### src/rtl/wb_commit_unit.sv
// wb_commit_unit: buffers execute-stage results in a FIFO and retires one per cycle into an 8x16 register file
module wb_commit_unit #(
  parameter int DEPTH = 4,
  parameter int PTR_W = 2
) (
  input  logic             clk,
  input  logic             rst,
  input  logic             in_valid,
  output logic             in_ready,
  input  logic [15:0]      in_result,
  input  logic [2:0]       in_rd,
  input  logic [1:0]       in_kind,
  input  logic             wb_stall,
  input  logic [2:0]       raddr_a,
  output logic [15:0]      rdata_a,
  output logic             pend_a,
  input  logic [2:0]       raddr_b,
  output logic [15:0]      rdata_b,
  output logic             pend_b,
  output logic [PTR_W:0]   count,
  output logic [15:0]      commit_cnt
);
  logic [15:0]      regs_q [8];
  logic [15:0]      regs_d [8];
  logic [15:0]      ent_res_q [DEPTH];
  logic [15:0]      ent_res_d [DEPTH];
  logic [2:0]       ent_rd_q [DEPTH];
  logic [2:0]       ent_rd_d [DEPTH];
  logic [1:0]       ent_kind_q [DEPTH];
  logic [1:0]       ent_kind_d [DEPTH];
  logic [PTR_W-1:0] wr_ptr_q, wr_ptr_d, rd_ptr_q, rd_ptr_d;
  logic [PTR_W:0]   count_q, count_d;
  logic [15:0]      commit_cnt_q, commit_cnt_d;
  logic             push, pop;
  assign in_ready   = count_q < (PTR_W+1)'(DEPTH);
  assign push       = in_valid & in_ready;
  assign pop        = (count_q != '0) & ~wb_stall;
  assign count      = count_q;
  assign commit_cnt = commit_cnt_q;
  assign rdata_a    = regs_q[raddr_a];
  assign rdata_b    = regs_q[raddr_b];
  always_comb begin
    regs_d       = regs_q;
    ent_res_d    = ent_res_q;
    ent_rd_d     = ent_rd_q;
    ent_kind_d   = ent_kind_q;
    wr_ptr_d     = push ? wr_ptr_q + 1'b1 : wr_ptr_q;
    rd_ptr_d     = pop ? rd_ptr_q + 1'b1 : rd_ptr_q;
    count_d      = count_q + (PTR_W+1)'(push) - (PTR_W+1)'(pop);
    commit_cnt_d = pop ? commit_cnt_q + 16'd1 : commit_cnt_q;
    if (push) begin
      ent_res_d[wr_ptr_q]  = in_result;
      ent_rd_d[wr_ptr_q]   = in_rd;
      ent_kind_d[wr_ptr_q] = in_kind;
    end
    if (pop && ent_kind_q[rd_ptr_q] == 2'd1) regs_d[ent_rd_q[rd_ptr_q]] = ent_res_q[rd_ptr_q];
    if (pop && ent_kind_q[rd_ptr_q] == 2'd2) regs_d[7] = {14'b0, ent_res_q[rd_ptr_q][1:0]};
  end
  // an entry is occupied when its distance from the head is below the occupancy
  always_comb begin
    logic [PTR_W-1:0] off;
    logic             occ, has_tgt;
    logic [2:0]       tgt;
    pend_a  = 1'b0;
    pend_b  = 1'b0;
    off     = '0;
    occ     = 1'b0;
    has_tgt = 1'b0;
    tgt     = '0;
    for (int i = 0; i < DEPTH; i++) begin
      off     = PTR_W'(i) - rd_ptr_q;
      occ     = {1'b0, off} < count_q;
      has_tgt = (ent_kind_q[i] == 2'd1) || (ent_kind_q[i] == 2'd2);
      tgt     = (ent_kind_q[i] == 2'd2) ? 3'd7 : ent_rd_q[i];
      pend_a  = pend_a | (occ & has_tgt & (tgt == raddr_a));
      pend_b  = pend_b | (occ & has_tgt & (tgt == raddr_b));
    end
  end
  always_ff @(posedge clk or posedge rst) begin
    if (rst) begin
      for (int i = 0; i < 8; i++) regs_q[i] <= '0;
      for (int i = 0; i < DEPTH; i++) begin
        ent_res_q[i]  <= '0;
        ent_rd_q[i]   <= '0;
        ent_kind_q[i] <= '0;
      end
      wr_ptr_q     <= '0;
      rd_ptr_q     <= '0;
      count_q      <= '0;
      commit_cnt_q <= '0;
    end else begin
      regs_q       <= regs_d;
      ent_res_q    <= ent_res_d;
      ent_rd_q     <= ent_rd_d;
      ent_kind_q   <= ent_kind_d;
      wr_ptr_q     <= wr_ptr_d;
      rd_ptr_q     <= rd_ptr_d;
      count_q      <= count_d;
      commit_cnt_q <= commit_cnt_d;
    end
  end
endmodule

### config.mk
export PLATFORM = sky130hd
export DESIGN_NAME = wb_commit_unit
export DESIGN_NICKNAME = d
export VERILOG_FILES = /design/src/rtl/wb_commit_unit.sv
export SDC_FILE = /design/constraint.sdc
export NUM_CORES = 1
export LEC_CHECK = 0
export ABC_AREA = 1
export BUFFER_PORTS_ARGS = -buffer_cell sky130_fd_sc_hd__buf_2
export CAP_MARGIN = 20
export CELL_PAD_IN_SITES_DETAIL_PLACEMENT = 0
export CELL_PAD_IN_SITES_GLOBAL_PLACEMENT = 2
export CORE_AREA = 2 2 184 186
export DETAILED_ROUTE_END_ITERATION = 10
export DIE_AREA = 0 0 186 188
export GPL_TIMING_DRIVEN = 0
export PLACE_DENSITY = 0.89
export SYNTH_ARGS = -nofsm -noshare
export SYNTH_HDL_FRONTEND = slang
export SYNTH_SLANG_ARGS = --single-unit
### constraint.sdc
create_clock -name clk -period 17.85 [get_ports clk]
set_clock_uncertainty 0.05 [all_clocks]
set_input_delay 2.6775 -clock clk [delete_from_list [all_inputs] [get_ports clk]]
set_output_delay 2.6775 -clock clk [all_outputs]
set_load 0.005 [all_outputs]
Word-level counts from Yosys, hierarchy flattened
Index checks and enable logic that the tools add are counted.

operators by class
  add/sub/neg operators = 9
  order comparisons = 12
  equality and inequality tests = 18
  mux-type cells = 33
  bitwise logic cells = 26
  reductions and logical operators = 10

operator list
  kind                     count
  $mux W16                 10
  $bwmux W128              1
  $bmux W16 S3             2
  $bwmux W64               1
  $demux W16 S3            1
  $bmux W16 S2             1
  $demux W16 S2            1
  $eq A3 B3 Y1             8
  $mux W3                  7
  $add A16 B1 Y16 const B  1
  $and A1 B1 Y1            14
  $bwmux W12               1
  $ge A4 B4 Y1 const B     3
  $lt A2 B3 Y1             4
  $not A3 Y4               3
  $eq A2 B1 Y1 const B     5
  $eq A2 B2 Y1 const B     5
  $bwmux W8                1
  $bmux W3 S2              1
  $demux W3 S2             1
  $ge A3 B3 Y1 const B     2
  $mux W2                  3
  $not A2 Y3               2
  $or A1 B1 Y1             6
  other kinds (15)         24

word-level totals
  bits in registers = 235
  bits of input ports = 31
  output and inout bits = 54
  word-level logic and storage cells = 132

Logic depth before layout (Yosys ltp)
  depth in word-level cells = 12
  depth in mapped cells = 15
  mapped depth without buffers = 12

Worst setup path after synthesis
No wires, ideal clock.

  kind = in2out
  from = input port raddr_a[0]
  to = output port rdata_a[15]
  arrival = 3778 ps
  data required time = 15122 ps
  setup slack = 11344 ps
  cell stages on the path = 5
  buffers on the path = 3
  cell sequence = buf_2 buf_1 clkbuf_1 o211ai_1 a31oi_1

between the ends
  cells in the longest elaborated chain, start to end = 4

ends and longest elaborated chain
  what                                         RTL line  source
  from (decl)                                  14        input logic [2:0] raddr_a,
  $not A3 Y4 (not written as such)             40        assign rdata_a = regs_q[raddr_a];
  $bmux W16 S3                                 40
  $mux W16 (not written as such) (2 in a row)  40
  to (decl)                                    15        output logic [15:0] rdata_a,

Every way passes these cells. The select of a mux whose other input is x is not followed.

Final worst setup path
  from = input port raddr_a[0]
  to = output port rdata_a[11]

The elaborated chain is that of the path after synthesis.

==> results by group <==
Status
  • Status: complete, no violations

STA
  • RSZ-0062 raised after global routing: no
  • Final setup violation count: 0
  • Max Clk Rate: 128 MHz
  • Final worst path period share: 0.437
  • Slew margin rel.: 0.327
  • Min Tclk post-route: 7.80 ns
  • Worst slew pin tran: 1.01 ns
  • Setup TNS: 0 ns
  • Max-slew violations: 0
  • Final worst setup slack: 10.05 ns
  • Final hold vios: 0

Yosys
  • Post-synth top area cell: dfrtp_1
  • Top cell type's share of synthesized area: 0.461
  • Ys flop type: dfrtp_1
  • Async S/R FF share, synth: 1.00
  • Syn avg cell area: 7.67 µm²
  • Seq/Total Area, Yosys: 0.461
  • Mapped Cells: 1662
  • Count leader, synth: nand2_1
  • Count of cell types in the netlist: 32
  • YS warnings: 0
  • Synth top cells by count: nand2_1 (495), dfrtp_1 (235), o21ai_0 (214)
  • EDFF count, synth: 0
  • Post-Syn Nets: 1709
  • Synth top area cells: dfrtp_1 (46%), nand2_1 (15%), o21ai_0 (8.4%), nand3_1 (6.6%), inv_1 (3.0%)
  • Mapped cell area: 12800 µm²
  • #FFs+latches synth: 235

Clock network
  • Clk sinks: 235
  • CTS tree: done
  • CTS H-tree depth: 1
  • CTS Buf Count: 28
  • Post-CTS Hold Fix Bufs: 0
  • Clock slew at reported path FFs: 0.06 ns
  • Clk root buf: clkbuf_16
  • CTS max path bufs: 3
  • Clk Latency, worst-skew pair: 0.56 ns
  • CTS resizes: 0
  • Post-CTS Setup Inserts: 0

Critical path
  • Crit path top cell by count: buf_2
  • Worst path cell trace: buf_2 -> buf_1 -> clkbuf_1 -> o211ai_1 -> a31oi_1 -> buf_2
  • Setup crit end: rdata_a[11]
  • Critical path required time: 15.12 ns
  • Reg2Reg Setup Slack: 15.15 ns
  • Crit path from: raddr_a[0]
  • R2R Path Start: rd_ptr_q[1]
  • Capture point of the worst reg-to-reg path: regs_q[114]
  • Startpoint type of the worst setup path: input port
  • CP max stage cell: buf_1
  • CP Max Fanout: 10
  • Crit Path Class: input port to output pin
  • Worst setup EP type: output pin
  • CP max stage delay: 0.70 ns
  • CP arrival: 5.07 ns
  • Reg2reg path depth: 8

Floorplanning
  • DIE AREA: 35000 µm²
  • Die width: 186 µm
  • Die height: 188 µm
  • Core area: 33100 µm²
  • Starting Density: 0.385
  • Row Count: 67
  • Ports: 85

GRT
  • GRT Overall Usage: 0.262
  • Total grt overflow: 0
  • Initial antenna violation count: 0
  • Largest net degree at the start of global routing: 95
  • First-pass GRT wire length: 69.6 mm
  • Vias in the first global route: 11700

Cells and area
  • Diode count: 0
  • FF+latch area: 5880 µm²
  • NumNets Final: 1820
  • Post-layout util: 0.446
  • Multi-input gate area: 5920 µm²
  • FILL cells: 3458
  • Share of layout cells above drive strength 1: 0.111
  • Layout Cells excl Fill: 2242
  • Syn-to-layout area delta: 15.8%

Route
  • Antenna-violating nets left: 0
  • Via count: 12000
  • DRT Pass-1 Iters: 5
  • WL per Instance: 20.1 µm
  • Initial drt markers: 1115
  • DRC viols: 0
  • Vias per Instance: 5.36
  • Total Wirelength: 45.1 mm

Power and ir drop
  • P_leak: 7.41 nW
  • Pwr/cell area: 169 nW/µm²
  • Peak supply drop: 0.0897 mV

Placed design
  • Hpwl dp: 32.5 mm
  • # port buffers: 79
  • Placed insts: 2191
  • RePlAce Congestion: 0.950
  • Dpl ws: 10.22 ns

Min path
  • Hold WC Path Type: flop to flop

Job
  • Max-cap viol count: 0
[flip-flops by register name, indices dropped and copies added (netlist names)]
name,cells
wr_ptr_q,2
ent_res_q,64
rd_ptr_q,2
count,3
regs_q,128
ent_kind_q,8
commit_cnt,16
ent_rd_q,12
[power breakdown]
part	total [mW]	switching, mW	leakage, nW	internal, mW
clock network	0.611	0.236	0.499	0.375
logic	1.01	0.720	3.83	0.295
registers	0.866	0.143	3.08	0.723
[critical path, delay by kind of cell]
kind / cells / cell delay (ns)
buffers and inverters: 4 / 1.71
AO/OA/AOI/OAI: 2 / 0.69
[how the worst min path moves through the flow]
stage,from,endpoint,slack (ns),cells after the start
6_report,regs_q[37],regs_q[37],0.42,2
5_1_grt,regs_q[70],regs_q[70],0.44,2
4_1_cts,regs_q[98],regs_q[98],0.42,2
3_5_place_dp,regs_q[71],regs_q[71],0.41,2
3_3_place_gp,regs_q[96],regs_q[96],0.40,2
2_1_floorplan,regs_q[100],regs_q[100],0.39,2
[cell families after synthesis]
kind of cell / count (synthesis) / synth area share
buffers and inverters: 210 / 0.0748
AOI/OAI and AO/OA: 362 / 0.155
xor gates and xnor gates: 41 / 0.0282
DFF: 235 / 0.461
and+or+nand+nor: 798 / 0.265
adders and majority gates: 16 / 0.0163
[cell type report]
class	count	area share
inverter	107	0.0280
tap	448	0.0380
sequential	235	0.398
timing repair buffer	81	0.0305
buffer	103	0.0370
clock inverter	10	0.00923
multi-input combinational	1217	0.401
clock buffer	41	0.0582
[placed cells by master, fill, tap and decap left out, types with 4 or more instances in the layout]
cell type  netlist  final
clkinv_2         0      6
nand2_4          8      8
nand2_2          5      5
buf_2           17     96
o21ai_0        214    214
nand3_1        169    169
a31oi_1         32     32
nor2_1          99     99
clkbuf_1        58     60
buf_1            5      5
nor3_1           4      4
clkbuf_16        0     28
nand2_1        495    495
buf_6           14     14
dfrtp_1        235    235
xnor2_1          5      5
ha_1            15     15
a21oi_1         66     66
xor2_1          36     36
nor2_4           8      8
buf_4            9      9
a22oi_1         16     16
o211ai_1        32     32
inv_1          102    101
clkbuf_8         0     11
[layer usage]
metal / GRT usage / routed length [µm] / share of wire
met1: 0.357 / 19900 / 0.44
met2: 0.426 / 21200 / 0.47
met3: 0.0367 / 2370 / 0.052
met4: 0.0884 / 1650 / 0.037
met5: 0 / 0 / 0
[stage by stage]
stage	power (mW)	hold WS, ns	instance area, µm²
3_3_place_gp	1.86	0.404	13700
2_1_floorplan	1.49	0.392	12800
5_1_grt	2.66	0.442	14800
3_5_place_dp	1.88	0.408	13800
6_report	2.49	0.418	14800
4_1_cts	2.49	0.423	14800
No activity file was read; power rests on OpenSTA's default activity.
